File: src/rtl/my_rr_mux.sv
// N-channel registered mux with valid/ready on every port.
// Channel is picked by a fixed select or by a round-robin arbiter.
module my_rr_mux #(
    parameter  int WIDTH = 8,
    parameter  int N     = 4,
    localparam int SELW  = $clog2(N)
) (
    input  logic                 clk,
    input  logic                 rst,
    input  logic                 mode,
    input  logic [SELW-1:0]      sel,
    input  logic [N*WIDTH-1:0]   in_data,
    input  logic [N-1:0]         in_valid,
    output logic [N-1:0]         in_ready,
    output logic [WIDTH-1:0]     out_data,
    output logic [SELW-1:0]      out_chan,
    output logic                 out_valid,
    input  logic                 out_ready
);

    logic [WIDTH-1:0] r_out_data;
    logic [SELW-1:0]  r_out_chan;
    logic             r_out_valid;
    logic [SELW-1:0]  r_ptr;

    logic             w_load;
    logic             w_gnt_vld;
    logic [SELW-1:0]  w_gnt_idx;
    logic             w_xfer;
    logic [WIDTH-1:0] w_gnt_data;

    assign w_load = !r_out_valid || out_ready;

    // Round-robin searches ptr+1 .. ptr, wrapping; fixed mode ignores sel >= N.
    always_comb begin
        int cand;
        w_gnt_vld = 1'b0;
        w_gnt_idx = '0;
        cand      = 0;
        if (mode) begin
            for (int k = 1; k <= N; k++) begin
                cand = (int'(r_ptr) + k) % N;
                if (!w_gnt_vld && in_valid[cand]) begin
                    w_gnt_vld = 1'b1;
                    w_gnt_idx = SELW'(cand);
                end
            end
        end else if (int'(sel) < N) begin
            w_gnt_vld = in_valid[sel];
            w_gnt_idx = sel;
        end
    end

    always_comb begin
        in_ready = '0;
        if (w_load && w_gnt_vld) begin
            in_ready[w_gnt_idx] = 1'b1;
        end
    end

    assign w_xfer     = w_load && w_gnt_vld;
    assign w_gnt_data = in_data[int'(w_gnt_idx)*WIDTH +: WIDTH];

    always_ff @(posedge clk or posedge rst) begin
        if (rst) begin
            r_out_data  <= '0;
            r_out_chan  <= '0;
            r_out_valid <= 1'b0;
            r_ptr       <= SELW'(N - 1);
        end else if (w_xfer) begin
            r_out_data  <= w_gnt_data;
            r_out_chan  <= w_gnt_idx;
            r_out_valid <= 1'b1;
            r_ptr       <= w_gnt_idx;
        end else if (out_ready) begin
            r_out_valid <= 1'b0;
        end
    end

    assign out_data  = r_out_data;
    assign out_chan  = r_out_chan;
    assign out_valid = r_out_valid;

endmodule

File: config.mk
export PLATFORM = sky130hd
export DESIGN_NAME = my_rr_mux
export DESIGN_NICKNAME = d
export VERILOG_FILES = /design/src/rtl/my_rr_mux.sv
export SDC_FILE = /design/constraint.sdc
export NUM_CORES = 1
export LEC_CHECK = 0
export BUFFER_PORTS_ARGS = -buffer_cell sky130_fd_sc_hd__buf_4
export CORE_MARGIN = 2
export CORE_UTILIZATION = 44
export CTS_CLUSTER_SIZE = 25
export DETAILED_ROUTE_END_ITERATION = 10
export PLACE_DENSITY = 0.86
export SLEW_MARGIN = 20
export SYNTH_ARGS = -nofsm -noshare
export SYNTH_HDL_FRONTEND = slang
export SYNTH_SLANG_ARGS = --single-unit
File: constraint.sdc
create_clock -name clk -period 2.44 [get_ports clk]
set_input_delay 0.244 -clock clk [delete_from_list [all_inputs] [get_ports clk]]
set_output_delay 0.244 -clock clk [all_outputs]
set_load 0.05 [all_outputs]
-- After elaboration in Yosys (flattened, before gate mapping)
Cells that the tools add are included.
- register bits after elaboration: 13
- output and inout bits: 15
- logic and storage cells: 67
- shift operators: 1
- bitwise operators: 4
- multiplexer cells: 32
- $lt $le $gt $ge: 7
- $add $sub $neg: 4
- reductions and logical operators: 15
- operator list (operator ; count):
    variable part select 32 x 6 -> 8 bit ; 1
    2-to-1 mux 1 bit ; 20
    less-than comparator 3 x 4 -> 1 bit (second input constant) ; 4
    binary-select mux 1 bit (select 2 bit) ; 5
    2-to-1 mux 2 bit ; 5
    OR reduction 2 bit ; 4
    less-than comparator 2 x 3 -> 1 bit (second input constant) ; 2
    logical AND 1 bit ; 5
    adder 2 x 1 -> 2 bit (second input constant) ; 2
    adder 2 bit (second input constant) ; 2
    bitwise AND 1 bit (first input constant) ; 4
    logical NOT 1 bit ; 4
    2-to-1 mux 4 bit ; 1
    demux 1 bit (select 2 bit) ; 1
    greater-or-equal comparator 2 x 1 -> 1 bit (second input constant) ; 1
    nonzero test 2 bit ; 1
    logical OR 1 bit ; 1

-- Longest topological paths before layout
- depth in word-level cells: 25
- depth in mapped cells: 7
- mapped depth without buffers: 6

-- Least setup slack after synthesis
No wires, ideal clock.
- path type: register to output
- start point: register r_ptr[1]
- end point: output in_ready[3]
- buffers on the path: 1
- data required time: 2196 ps
- path slack: -368 ps
- stages on the path, launching flop included: 7
- arrival: 2564 ps
- cells stage by stage: dfstp_2 > nand2_1 > a21o_1 > a311oi_4 > a21oi_1 > buf_2 > nor3_1
- word-level cells in the longest chain between the ends: 23
- elaborated cells between the ends (all ways): 42
- classes of those cells: add/sub: 4; order compare: 2; mux: 28; reduce/logical: 8
- RTL lines (element ; line ; text):
    from (decl) ; 24 ; logic [SELW-1:0] r_ptr;
    from (signal assigned) ; 69 ; r_ptr <= SELW'(N - 1);
    from (signal assigned) ; 74 ; r_ptr <= w_gnt_idx;
    adder 2 x 1 -> 2 bit ; 42 ; cand = (int'(r_ptr) + k) % N;
    binary-select mux 1 bit (select 2 bit) ; 43 ; if (!w_gnt_vld && in_valid[cand]) begin
    2-to-1 mux 1 bit (not written as such) (2 in a row) ; 43 ;
    2-to-1 mux 1 bit ; 43 ;
    2-to-1 mux 1 bit ; 40 ; if (mode) begin
    logical NOT 1 bit ; 43 ;
    logical AND 1 bit ; 43 ;
    2-to-1 mux 1 bit ; 43 ;
    [6 not listed] ; -- ;
    logical AND 1 bit ; 43 ;
    2-to-1 mux 2 bit ; 43 ;
    2-to-1 mux 2 bit ; 40 ;
    less-than comparator 2 x 3 -> 1 bit (not written as such) / greater-or-equal comparator 2 x 1 -> 1 bit (equally long branches) ; 57 ; in_ready[w_gnt_idx] = 1'b1;
    logical AND 1 bit (not written as such) ; 57 ;
    2-to-1 mux 1 bit (not written as such) ; 57 ;
    demux 1 bit (select 2 bit) ; 57 ;
    2-to-1 mux 4 bit * ; 56 ; if (w_load && w_gnt_vld) begin
    to (decl) ; 14 ; output logic [N-1:0] in_ready,
Every way passes the cells marked *; elsewhere a longest branch is shown, timed or not. The select of a mux whose other input is x is not followed.

-- Worst setup path after layout
- start point: register r_ptr[1]
- end point: output in_ready[2]
The elaborated chain is that of the path after synthesis.

==> reports/metrics.csv <==
metric,value,unit
Post-Place Worst Slack,0.175,ns
Worst path slowest cell,dfstp_2,
vias per cell,5.61,
Period minus WS final,2.33,ns
PD cells,689,nW/µm²
Worst Slack Setup Final,0.112,ns
CTS tree,done,
failing checks,negative hold slack,
DRC,0,
largest net degree at the start of global routing,15,
Max IR drop VDD,453,µV
Vias,1218,
CP Class,flop to output pin,
register area,328,µm²
Starting Density,47.1,%
CP arrival,2.08,ns
GR Overflow Total,0,
synthesized net count,170,
CTS buffer count,3,
Crit path largest cell delay,0.59,ns
Fmax achieved,0.430,GHz
Synth Warn #,0,
Synth Instances,128,
post-DP HPWL,2510,µm
WL/cell,14.8,µm
final hold violation count,11,
Overall Power,1.11,mW
Die H,53.1,µm
max_cap viols,0,
register area share after synthesis,30.9,%
"Critical Path, Cell by Cell","nand2_1, a21o_1, a311oi_4, or2b_4, nor3_2, buf_6",
Worst Setup End Kind,output pin,
P&R area growth vs syn,51.7,%
Worst Hold Class,input pin to async pin,
RR Startpoint,r_ptr[1]$_DFFE_PP1P_,
initial antenna violation count,0,
Boundary Pins,57,
Root Buffer Master,clkbuf_4,
Final Skew,0.000561,ns
WP buf/inv,1,
first-pass GRT wire length,4860,µm
Final ANT Viol Nets,0,
status,finished with violations,
startpoint types,flop,
worst-margin pin slew,0.483,ns
Post-Route WL,3220,µm
DRT iter0 DRCs,38,
die area,2820,µm²
Final #Nets,232,
number of global-route vias before repair,1121,
post-synth cell types,35,
clk slew on worst S/H paths,0.07,ns
final slew viol count,0,
Skew-Pair Late Insertion Delay,0.27,ns
Filler cells,182,
final hold slack,-0.0133,ns
cell area after synthesis,1060,µm²
CP max FO,14,
Pre-antenna DRT Iters,5,
# clock sinks,13,
Lkg Pwr,0.755,nW
flop2flop setup slack,0.30,ns
Slew headroom,67.7,%
Antenna diodes,0,
Core Area,2250,µm²
CP top delay family,compound AO/OA/AOI/OAI gates,
final setup violation count,0,
Crit path required time,2.20,ns
Total GRT Usage,23.3,%
port buffer count,56,
H-Tree Depth,1,
crit share post-route,95.4,%
Synth Register Bits,13,
RR Endpoint,out_data[2]$_DFFE_PP0P_,
layout cells sized above 1,42.3,%
global placer's final weighted congestion,0.810,
die width,53.1,µm
CTS max path bufs,2,
Rows,17,
synthesized area per cell,8.29,µm²
number of hold-repair buffers added at the cts stage,0,
worst r2r path cells,7,
area of the multi-input gates,717,µm²
==> cell usage in the layout, fill, tap and decap left out, types with 3 or more instances in the layout <==
master	n
a211o_1	4
a21o_1	4
dfrtp_1	11
a311oi_1	4
nor2_1	17
buf_6	3
nand2b_1	3
mux2i_1	4
o2bb2ai_1	4
inv_1	3
clkbuf_4	3
buf_4	61
nand2_1	21
a211oi_1	12
a21oi_1	6
==> flip-flops by register name (all words and copies together), names as in the netlist <==
register,cells
out_data,8
out_chan,2
r_ptr,2
out_valid,1
==> cell usage after synthesis <==
master / instances / area [µm²]
nor2_1: 18 / 67.6
a211o_1: 4 / 35.0
mux4_2: 1 / 22.5
nor3_1: 3 / 15.0
or2b_1: 1 / 7.51
or2_2: 2 / 12.5
dfrtp_1: 11 / 275
nand2b_1: 3 / 18.8
mux2i_1: 4 / 40.0
a311oi_1: 4 / 35.0
o21bai_1: 1 / 7.51
a311oi_4: 1 / 26.3
buf_6: 1 / 11.3
or2b_2: 1 / 8.76
or3b_1: 1 / 8.76
inv_1: 3 / 11.3
buf_2: 4 / 20.0
o2111ai_1: 1 / 8.76
o311ai_4: 1 / 26.3
and3b_1: 1 / 8.76
and2_1: 1 / 6.26
o21a_1: 2 / 15.0
a21o_1: 4 / 30.0
clkbuf_1: 2 / 7.51
nand2_1: 22 / 82.6
and4_1: 1 / 8.76
dfstp_2: 2 / 52.6
o2bb2ai_1: 4 / 35.0
a21oi_1: 7 / 35.0
o21ai_0: 1 / 5.00
nor4_1: 1 / 6.26
nor2b_1: 1 / 6.26
nor3b_1: 1 / 7.51
a211oi_1: 12 / 90.1
or3_1: 1 / 6.26
==> per-stage QoR <==
stage,instance area (µm²),TNS (ns),instances,util [%]
floorplan,1070,0,128,-
global placement,1510,0,208,67.0
detailed placement,1510,0,208,67.0
CTS,1540,0,212,68.4
global route,1610,-0.0600,217,71.4
finish,1610,0,217,71.4
==> how the worst max path moves through the flow <==
stage / start / cells after the start / endpoint
2_1_floorplan: r_ptr[1]$_DFFE_PP1P_ / 6 / in_ready[1]
3_3_place_gp: r_ptr[1]$_DFFE_PP1P_ / 6 / in_ready[1]
3_5_place_dp: r_ptr[1]$_DFFE_PP1P_ / 6 / in_ready[1]
4_1_cts: r_ptr[1]$_DFFE_PP1P_ / 6 / in_ready[1]
5_1_grt: r_ptr[1]$_DFFE_PP1P_ / 6 / in_ready[0]
6_report: r_ptr[1]$_DFFE_PP1P_ / 6 / in_ready[2]
==> area by class of cell <==
type                    instances  area share, %
flip-flops and latches         13           20.4
multi-input cells             105           44.6
clock buffers                   4           1.63
well taps                      28           2.18
inverters                       3          0.700
repair buffers                 64           30.6
==> repair_timing <==
item | in CTS | in global routing
buffers inserted | 0 | 5
resized for setup | 2 | 7
setup endpoints to repair | 3 | 4
pin swaps | 1 | 3
==> cells by family after synthesis <==
kind of cell,share of synthesized area [%]
buffers and inverters,4.72
flip-flops,30.9
multiplexers,5.90
AND/OR/NAND/NOR,25.6
AO/OA/AOI/OAI,32.9
==> report_power, final <==
| part | internal [mW] | leakage, nW | switching (mW) |
|---|---|---|---|
| clock network | 0.0633 | 0.0150 | 0.0653 |
| registers | 0.281 | 0.143 | 0.0450 |
| logic | 0.245 | 0.597 | 0.408 |
| total | 0.590 | 0.755 | 0.518 |
==> layer usage <==
layer | global-route usage (%) | vias to the layer above | share of wire [%]
met5 | 0 | - | 0
met2 | 41.3 | 61 | 49
met1 | 29.8 | 556 | 42
li1 | - | 594 | -
met4 | 5.56 | 0 | 1.6
met3 | 2.82 | 7 | 7.2
No activity file was read; power rests on OpenSTA's default activity.
